[src/rtl/layer_argmax.sv]
// layer_argmax: sequential arg-max over a packed vector of IEEE-754 singles.
//   Accepts one vector per transaction (valid/ready), scans one element per
//   clock, and presents the index and value of the largest non-NaN element.
//   NaNs are skipped; ties keep the lower index; +0 and -0 compare equal.
// Ports:
//   clk, rst      clock, synchronous active-high reset
//   in_valid/in_ready/in     input vector handshake, element i = in[32*i +: 32]
//   out_valid/out_ready      result handshake
//   out_index, out_value     index and value of the maximum element
//   out_all_nan              every element was NaN (index 0, value = element 0)
module layer_argmax #(
  parameter int unsigned VLEN  = 10,
  parameter int unsigned IDX_W = 4
) (
  input  logic              clk,
  input  logic              rst,
  input  logic              in_valid,
  output logic              in_ready,
  input  logic [32*VLEN-1:0] in,
  output logic              out_valid,
  input  logic              out_ready,
  output logic [IDX_W-1:0]  out_index,
  output logic [31:0]       out_value,
  output logic              out_all_nan
);

  localparam int unsigned CNT_W = (VLEN > 1) ? $clog2(VLEN) : 1;

  typedef enum logic [1:0] {IDLE, SCAN, DONE} state_t;

  state_t             state, state_nxt;
  logic [32*VLEN-1:0] vec_q;
  logic [CNT_W-1:0]   cnt;
  logic               have_best;
  logic [31:0]        best;
  logic [IDX_W-1:0]   best_idx;

  logic               elem_nan, take, last;
  logic [31:0]        elem, nxt_best;
  logic [IDX_W-1:0]   nxt_idx;
  logic               nxt_have;

  // a > b for non-NaN singles, with +0 == -0.
  function automatic logic fgt(input logic [31:0] a, input logic [31:0] b);
    if (a[31] != b[31])
      return !a[31] && !((a[30:0] == '0) && (b[30:0] == '0));
    else if (!a[31])
      return a[30:0] > b[30:0];
    else
      return a[30:0] < b[30:0];
  endfunction

  // The vector is shifted down each scan cycle, so the current element is
  // always the low word and no wide read mux is needed.
  always_comb begin
    elem     = vec_q[31:0];
    elem_nan = (&elem[30:23]) && (|elem[22:0]);
    take     = !elem_nan && (!have_best || fgt(elem, best));
    last     = (cnt == CNT_W'(VLEN - 1));
    nxt_best = take ? elem : best;
    nxt_idx  = take ? IDX_W'(cnt) : best_idx;
    nxt_have = have_best | take;
  end

  // State register
  always_ff @(posedge clk) begin
    if (rst) state <= IDLE;
    else     state <= state_nxt;
  end

  // Next-state logic
  always_comb begin
    state_nxt = state;
    unique case (state)
      IDLE: if (in_valid) state_nxt = SCAN;
      SCAN: if (last)     state_nxt = DONE;
      DONE: if (out_ready) state_nxt = IDLE;
      default: state_nxt = IDLE;
    endcase
  end

  // Output logic
  always_comb begin
    in_ready  = (state == IDLE) && !rst;
    out_valid = (state == DONE) && !rst;
  end

  // Datapath. best is preloaded with element 0 while have_best stays clear,
  // so an all-NaN vector naturally reports index 0 and element 0.
  always_ff @(posedge clk) begin
    if (rst) begin
      vec_q       <= '0;
      cnt         <= '0;
      have_best   <= 1'b0;
      best        <= '0;
      best_idx    <= '0;
      out_index   <= '0;
      out_value   <= '0;
      out_all_nan <= 1'b0;
    end else begin
      unique case (state)
        IDLE: if (in_valid) begin
          vec_q     <= in;
          cnt       <= '0;
          have_best <= 1'b0;
          best      <= in[31:0];
          best_idx  <= '0;
        end
        SCAN: begin
          vec_q     <= vec_q >> 32;
          cnt       <= cnt + 1'b1;
          have_best <= nxt_have;
          best      <= nxt_best;
          best_idx  <= nxt_idx;
          if (last) begin
            out_index   <= nxt_idx;
            out_value   <= nxt_best;
            out_all_nan <= !nxt_have;
          end
        end
        default: ;
      endcase
    end
  end

endmodule

[config.mk]
export PLATFORM = sky130hd
export DESIGN_NAME = layer_argmax
export DESIGN_NICKNAME = d
export VERILOG_FILES = /design/src/rtl/layer_argmax.sv
export SDC_FILE = /design/constraint.sdc
export NUM_CORES = 1
export LEC_CHECK = 0
export CAP_MARGIN = 30
export CORE_MARGIN = 10
export CORE_UTILIZATION = 40
export DETAILED_ROUTE_END_ITERATION = 16
export PLACE_DENSITY = 0.65
export SLEW_MARGIN = 20
export SYNTH_ARGS = -nofsm -noshare
export SYNTH_HDL_FRONTEND = slang
export SYNTH_SLANG_ARGS = --single-unit
[constraint.sdc]
create_clock -name clk -period 5.8 [get_ports clk]
set_clock_uncertainty 0.1 [all_clocks]
set_input_delay 1.74 -clock clk [delete_from_list [all_inputs] [get_ports clk]]
set_output_delay 1.74 -clock clk [all_outputs]
set_load 0.02 [all_outputs]
After elaboration in Yosys (flattened, before gate mapping)
Index checks and enable logic that the tools add are counted.
Widths: inputs -> output; s select.
{"block": "totals", "inputBits": 324, "regBits": 400, "out_inout_bits": 39}
{"block": "classes", "n_bitwise": 1, "n_addsub": 1, "order_cmp": 2, "eq_ne": 7, "mux": 17, "reduce_logical": 22}
{"operator": "$pmux 320 s2", "n": 1}
{"operator": "$mux 320", "n": 1}
{"operator": "$mux 32", "n": 2}
{"operator": "$pmux 32 s2", "n": 1}
{"operator": "$logic_not 31->1", "n": 2}
{"operator": "$gt 31x31->1", "n": 1}
{"operator": "$lt 31x31->1", "n": 1}
{"operator": "$reduce_or 23->1", "n": 1}
{"operator": "$pmux 4 s2", "n": 2}
{"operator": "$mux 4", "n": 2}
{"operator": "$reduce_and 8->1", "n": 1}
{"operator": "$logic_and 1x1->1", "n": 6}
{"operator": "$logic_not 1->1", "n": 6}
{"operator": "$mux 2", "n": 3}
{"operator": "$ne 2x2->1 const B", "n": 3}
{"operator": "$pmux 2 s3", "n": 1}
{"operator": "$add 4x1->4 const B", "n": 1}
{"operator": "$eq 4x4->1 const B", "n": 1}
{"operator": "$reduce_and 2->1", "n": 2}
{"operator": "$mux 1", "n": 3}
{"operator": "$reduce_and 3->1", "n": 1}
{"operator": "$eq 2x1->1 const B", "n": 1}
{"operator": "$eq 2x2->1 const B", "n": 1}
{"operator": "$logic_not 2->1", "n": 1}
{"operator": "5 further kinds", "n": 5}

Depth between registers and ports, before layout
Gate-level depths: netlist (run 1).
{"block": "depth", "ltp_word": 9, "ltp_mapped": 12, "depth_no_buf": 9}

Worst setup path before layout (run 1)
Ideal clock, no wire load.
{"block": "synth_path", "path_kind": "in2out", "startpoint": "input rst", "endpoint": "output out_valid", "arrival_time_ps": 2797, "stages": 4, "path_buffers": 3, "setup_slack_ps": 1163, "path_cell_list": "clkbuf_1 > clkbuf_1 > clkbuf_1 > nor3b_1"}
{"block": "synth_between", "elab_chain_len": 2}
{"element": "from (decl)", "line_no": "16", "source": "input logic rst,"}
{"element": "$logic_not 1->1", "line_no": "85", "source": "out_valid = (state == DONE) && !rst;"}
{"element": "$logic_and 1x1->1", "line_no": "85"}
{"element": "to (decl)", "line_no": "20", "source": "output logic out_valid,"}
Every way passes these cells.

Worst setup path after layout (run 1)
Same ends and word-level chain as after synthesis.

==> results of run 1 <==
## registers in the layout, indices dropped and copies added (netlist names)
name	count
vec_q	320
best	32
out_value	32
best_idx	4
cnt	4
out_index	4
state	2
have_best	1
out_all_nan	1
## report_power, final
part	total [uW]	internal, uW	switching (uW)
Sequential	3180	2990	189
Clock	3050	1850	1200
Combinational	1520	650	874
Total	7760	5490	2270
## critical path: stages
cell             delay [ns]
buf_8                  0.17
nor3b_1                0.22
clkdlybuf4s50_1        0.64
## routing by layer
metal  vias up  global-route usage [%]  wire, um
met1      9731                    29.8     31400
met2       723                    37.1     34900
li1      10200                       -         -
met3       128                    3.91      4790
met5         -                       0        13
met4         2                    10.1      2910
## cell type report
| type | count | area share (%) |
|---|---|---|
| inverter | 33 | 0.475 |
| timing repair buffer | 391 | 15.2 |
| clock inverter | 14 | 0.792 |
| antenna | 3 | 0.0288 |
| multi-input combinational | 2233 | 44.2 |
| clock buffer | 66 | 5.25 |
| sequential | 400 | 30.7 |
| tap | 680 | 3.26 |
## logic make-up (layout without fill, tap and decap cells)
| logic type | after synthesis | count (layout) | share of synthesized area, % |
|---|---|---|---|
| and+or+nand+nor | 1665 | 1665 | 36.6 |
| AOI/OAI and AO/OA | 535 | 535 | 16.9 |
| other | 0 | 3 | 0 |
| adders and majority gates | 33 | 33 | 2.00 |
| DFF | 400 | 400 | 38.7 |
| buffers and inverters | 297 | 504 | 5.70 |
## stage by stage
| step | power, uW | instance area, um^2 | cells | utilization [%] | hold WS, ns |
|---|---|---|---|---|---|
| final | 7760 | 26100 | 3820 | 50.8 | 0.373 |
| after global routing | 8110 | 26100 | 3819 | 50.8 | 0.403 |
| after CTS | 7790 | 26000 | 3813 | 50.6 | 0.374 |
| after detailed placement | 4740 | 24400 | 3733 | 47.6 | 0.365 |
| after global placement | 4710 | 24400 | 3733 | 47.6 | 0.343 |
| after floorplan | 4160 | 20700 | 2930 | - | 0.360 |
## cells in the final DEF, fill, tap and decap left out, types with 34 or more instances in the layout
cell type,Yosys,routed
nand2_1,47,47
nor4_1,50,50
a21oi_1,305,305
clkbuf_16,0,47
dfxtp_1,400,398
o21bai_1,34,34
a22oi_1,64,64
a211oi_1,36,36
nor2_1,949,946
o211ai_1,37,37
clkdlybuf4s50_1,0,360
nor3_1,292,292
nor2b_1,290,290
## worst max path at each step
stage | end | cells after the start | slack, ns
floorplan | out_valid | 4 | 1.16
global placement | out_valid | 3 | 1.09
detailed placement | out_valid | 3 | 1.14
CTS | out_valid | 3 | 1.13
global route | out_valid | 3 | 1.05
finish | out_valid | 3 | 1.14
==> run metrics, run 1 <==
Congestion Overflow GR 0; Yosys reg bits 400; routed vias between 20000 and 25000; area taken by flip-flops and latches between 8000 and 9000 um^2; sink of the worst hold path out_all_nan; crit path from rst; cts repair resizes 0; crit end category output pin; TritonCTS Sinks 400; row count just over 80; routability cong. around 0.9; Clock Latency Late Sink between 0.5 and 0.6 ns; largest net degree at the start of global routing between 200 and 250; CTS Buf Count between 40 and 50; Worst VDD drop between 0.2 and 0.25 mV; Worst EP required just under 4 ns; routed len/inst 19.4 um; Final nets roughly 3500; I/O pin cnt between 300 and 400; PortBufs ~360; Synth Instances between 2000 and 3000; part of the cycle the worst path needs 80.3%; Core Region roughly 51000 um^2; drt first pass iters 8; EDFF count, synth 0; Hold Crit Class flop to flop; chip width around 250 um; Synth Cell Area about 21000 um^2; cts hold-fix bufs 0; Min Clock Period, post-route about 4.7 ns; list of most frequent post-synthesis cells 949 x nor2_1, 400 x dfxtp_1, 305 x a21oi_1; Synth warnings 0; clk root buf clkbuf_16; Top FF cell, synth dfxtp_1; routed vias/inst ~5.4; starting density of the core between 40% and 50%; Die Ht approximately 250 um; worst-path fanout max 46; largest area contributor in the netlist dfxtp_1; CP Data Arrival Time 2.82 ns; Post-Place Worst Slack around 1.1 ns; worst r2r dst out_index[2]; Max-Cap Viols 0; sequential element share of the synthesized area between 30% and 40%; proportion of layout cells with a drive suffix above 1 between 4 and 5%; P_leak 0.0105 uW; Peak Freq roughly 210 MHz; endpoints failing setup 0; syn_nets ~3300; hold_sp out_all_nan; H-tree levels 2; crit path kind input port to output pin; Worst slew margin 31.3%; fraction of registers with async set/reset 0%; routed wire length 74000 um; initial antenna violation count 4; Setup TNS Final 0 ns; RSZ-0062 raised after global routing no; antenna viol nets, final 0; top cells by area, synth dfxtp_1 39%, nor2_1 17%, nor2b_1 8.8%; CTS clk-pin slew, worst paths roughly 0.06 ns; R2R Setup Slk about 2.1 ns; Layout area overhead 26.1%; area of the multi-input gates 11500 um^2; pins over their slew limit 0; synthesized area per cell between 7 and 8 um^2; vias in the first global route between 15000 and 20000; slack of the critical path ~1.1 ns; synth unique cells 47; GRT Total Usage a little under a quarter; layout filler cell count roughly 5000; DR iter-0 viols between 1500 and 2000; top-count cell post-synth nor2_1; TritonCTS clock tree built; Hold Path Stages 2; worst reg-to-reg path cell count 9; Pwr Density 298 nW/um^2; status complete, no violations; Critical Path Start Type input port; post-CTS repair timing setup buffer count 0; maximum clock path buffer count 3; reg2reg start best[29]; final hold vios 0; Die ar. between 60000 and 70000 um^2; worst-margin pin slew ~1.0 ns; drt drc 0; Yosys top cell area share between 30% and 40%; first-pass GRT wire length about 110000 um; dpl hpwl approximately 50000 um
No activity file was read; power rests on OpenSTA's default activity.
==> run 2: changes to the inputs <==
Settings changed: PLACE_DENSITY 0.65 to 0.68.
Clock period 5.8 ns to 4.05 ns, I/O delays scaled along.
==> run metrics, run 2 (same netlist as run 1, synthesis figures left out) <==
routed vias/inst 5.47; routability cong. 0.935; Congestion Overflow GR 0; Min Clock Period, post-route about 3.5 ns; Largest Register vec_q; row count 83; CTS Buf Count between 40 and 50; Core Region about 50000 um^2; Final nets roughly 3500; Max-Cap Viols 0; Switching Fraction about 30%; worst reg-to-reg path cell count 9; P_sw about 3300 uW; largest net degree at the start of global routing about 240; endpoints failing setup 0; Worst slew margin 26.7%; Hold Path Stages 2; final hold vios 0; routed vias between 20000 and 25000; combinational share of power between 20 and 25%; clk root buf clkbuf_16; TritonCTS Sinks 400; proportion of layout cells with a drive suffix above 1 ~4.7%; most frequent cells in the layout 946 x nor2_1, 398 x dfxtp_1, 360 x clkdlybuf4s50_1; GRT Total Usage between 20% and 30%; status complete, no violations; Layout area overhead 26.1%; Setup TNS Final 0 ns; Die ar. 61200 um^2; first-pass GRT wire length 115000 um; crit end category output pin; I/O pin cnt ~360; drt first pass iters 5; pins over their slew limit 0; starting density of the core 40.3%; DR iter-0 viols between 2000 and 2500; routed wire length about 75000 um; Final Total Pwr around 11000 uW; Worst path max stage delay about 0.64 ns; crit path kind input port to output pin; post-CTS repair timing setup buffer count 0; slowest stage cell, crit path clkdlybuf4s50_1; Peak Freq about 290 MHz; worst-margin pin slew roughly 1.1 ns; antenna viol nets, final 0; Critical Path Start Type input port; CP Data Arrival Time 2.18 ns; drt drc 0; routed len/inst around 20 um; TritonCTS clock tree built; Pwr Density 418 nW/um^2; P_leak approximately 0.011 uW; internal power ~7600 uW; biggest regs vec_q: 320 flops, best: 32 flops, out_value: 32 flops; cts repair resizes 0; part of the cycle the worst path needs just under 90%; worst-path fanout max 13; cts hold-fix bufs 0; vias in the first global route approximately 20000; initial antenna violation count 4; Worst EP required about 2.7 ns; Die Ht 247 um; H-tree levels 2; dpl hpwl 50600 um; number of flip-flops in the largest register 320; maximum clock path buffer count 3; commonest non-fill, non-tap cell in the layout nor2_1; PortBufs between 300 and 400; clock power share about 38%; Worst VDD drop 0.308 mV; CTS clk-pin slew, worst paths 0.05 ns; Clock Latency Late Sink slightly below 0.6 ns; worst-path cell chain buf_8, nor3b_1, clkdlybuf4s50_1; RSZ-0062 raised after global routing no; Hold Crit Class flop to flop; chip width 247 um; Sequential Power Share 41.7%
[run 2: worst max-delay path: cells and delay by family]
| kind | cells | cell delay (ns) |
|---|---|---|
| simple gates | 1 | 0.18 |
| buf+inv | 2 | 0.78 |
[run 2: per-layer routing]
| layer | vias up | wire length [um] | global-route usage [%] |
|---|---|---|---|
| li1 | 10200 | - | - |
| met1 | 9828 | 31800 | 29.8 |
| met2 | 770 | 35200 | 38.3 |
| met3 | 119 | 4990 | 4.12 |
| met4 | 0 | 2770 | 9.81 |
| met5 | - | 0 | 0 |
[run 2: stage by stage]
step | std cells | worst slack (ns) | cell area (um^2) | hold slack, ns | utilization, %
after floorplan | 2930 | 0.463 | 20700 | 0.360 | -
after global placement | 3738 | 0.512 | 24500 | 0.340 | 47.8
after detailed placement | 3739 | 0.557 | 24600 | 0.352 | 47.9
after CTS | 3820 | 0.549 | 26000 | 0.386 | 50.7
after global routing | 3825 | 0.486 | 26100 | 0.408 | 50.8
final | 3827 | 0.551 | 26100 | 0.378 | 50.8
[run 2: power groups by stage]
stage                     sequential, uW  combinational (uW)  clock [uW]
after floorplan                     4530                1430           0
after global placement              4600                2190           0
after detailed placement            4620                2210           0
after CTS                           4530                2220        4170
after global routing                4580                2480        4320
final                               4540                2240        4100
[run 2: path summary, 6_finish.rpt]
check              startpoint  slack [ns]            to
setup / recovery          rst        0.55     out_valid
setup reg to reg     best[26]        0.81  out_index[2]
hold / removal    out_all_nan        0.38   out_all_nan
hold reg to reg   out_all_nan        0.38   out_all_nan
[run 2: cell type report]
class                   instances  area, um^2
well taps                     680         851
inverters                      33         124
multi-input cells            2233       11500
clock buffers                  67        1290
diodes                          5        12.5
fillers                      5098       25200
repair buffers                395        4100
flip-flops and latches        400        8020
clock inverters                14         155
==> run 3: changes to the inputs <==
Settings changed: SLEW_MARGIN 20 to unset.
==> run metrics, run 3 (same netlist as run 1, synthesis figures left out) <==
routability cong. between 0.9 and 1; area of the multi-input gates roughly 12000 um^2; initial antenna violation count 4; routed vias around 21000; pins over their slew limit 0; Layout area overhead 26.0%; Die ar. just over 60000 um^2; Pwr Density between 400 and 500 nW/um^2; Worst EP required 2.73 ns; commonest non-fill, non-tap cell in the layout nor2_1; Max-Cap Viols 0; worst-path fanout max 13; largest net degree at the start of global routing 235; vias in the first global route about 20000; TritonCTS clock tree built; area taken by flip-flops and latches ~8000 um^2; cts repair resizes 0; most frequent cells in the layout 946 x nor2_1, 398 x dfxtp_1, 360 x clkdlybuf4s50_1; maximum clock path buffer count 3; status complete, no violations; Core Region 51300 um^2; crit path kind input port to output pin; drt first pass iters 5; worst-margin pin slew between 1 and 1.5 ns; final hold vios 0; Critical Path Start Type input port; starting density of the core 40.3%; clk root buf clkbuf_16; Clock Latency Late Sink 0.58 ns; endpoints failing setup 0; part of the cycle the worst path needs between 80% and 90%; chip width 247 um; antenna viol nets, final 0; post-CTS repair timing setup buffer count 0; Peak Freq roughly 290 MHz; DR iter-0 viols ~2000; dpl hpwl about 51000 um; drt drc 0; Hold Crit Class flop to flop; Min Clock Period, post-route 3.50 ns; proportion of layout cells with a drive suffix above 1 4.68%; I/O pin cnt 363; layout filler cell count slightly above 5000; Final nets between 3000 and 4000; CTS Buf Count 45; cts hold-fix bufs 0; H-tree levels 2; Congestion Overflow GR 0; routed vias/inst about 5.5; CP Data Arrival Time approximately 2.2 ns; PortBufs around 360; Setup TNS Final 0 ns; Largest Register vec_q; RSZ-0062 raised after global routing no; Inst Count DP approximately 3700; Worst VDD drop 0.308 mV; biggest regs vec_q: 320 flops, best: 32 flops, out_value: 32 flops; number of flip-flops in the largest register 320; crit end category output pin; Die Ht 247 um; first-pass GRT wire length about 110000 um; TritonCTS Sinks 400; P_leak 0.0105 uW; Worst slew margin between 20% and 30%; GRT Total Usage 23.3%; CTS clk-pin slew, worst paths 0.05 ns; non-filler instance count after layout about 3800; row count 83; routed len/inst about 20 um; routed wire length between 70000 and 80000 um
[run 3: worst paths after layout]
path,startpoint,endpoint,slack [ns],depth (start not counted)
max,rst,out_valid,0.55,3
min,out_all_nan,out_all_nan,0.37,2
max reg2reg,vec_q[24],out_index[2],0.82,9
min reg2reg,out_all_nan,out_all_nan,0.37,2
[run 3: worst max-delay path, stage by stage]
cell and delay, ns:
buf_8 0.14, nor3b_1 0.18, clkdlybuf4s50_1 0.64
[run 3: final cells by class]
cell class / count / area share, %
Antenna cell: 5 / 0.0480
Multi-Input combinational cell: 2233 / 44.2
Sequential cell: 400 / 30.8
Clock inverter: 14 / 0.596
Tap cell: 680 / 3.27
Clock buffer: 67 / 4.95
Timing Repair Buffer: 394 / 15.7
Inverter: 33 / 0.476
[run 3: power by group]
group	switching, uW	internal [uW]	total [uW]
combinational	1280	953	2230
clock	1710	2390	4100
sequential	261	4280	4540
[run 3: metrics by stage]
| step | hold WS, ns | utilization (%) | power (uW) | setup WS, ns | cell area (um^2) |
|---|---|---|---|---|---|
| finish | 0.373 | 50.8 | 10900 | 0.551 | 26000 |
| global route | 0.408 | 50.8 | 11400 | 0.486 | 26000 |
| floorplan | 0.360 | - | 5960 | 0.463 | 20700 |
| global placement | 0.340 | 47.8 | 6790 | 0.512 | 24500 |
| CTS | 0.386 | 50.7 | 10900 | 0.549 | 26000 |
| detailed placement | 0.352 | 47.9 | 6830 | 0.557 | 24600 |
[run 3: layer usage]
layer  share of wire, %  global-route usage (%)  routed length, um
met4                3.7                    9.81               2770
met3                6.5                    4.12               4850
met5                  0                       0                  0
met2                 47                    38.3              35400
met1                 43                    29.8              31800
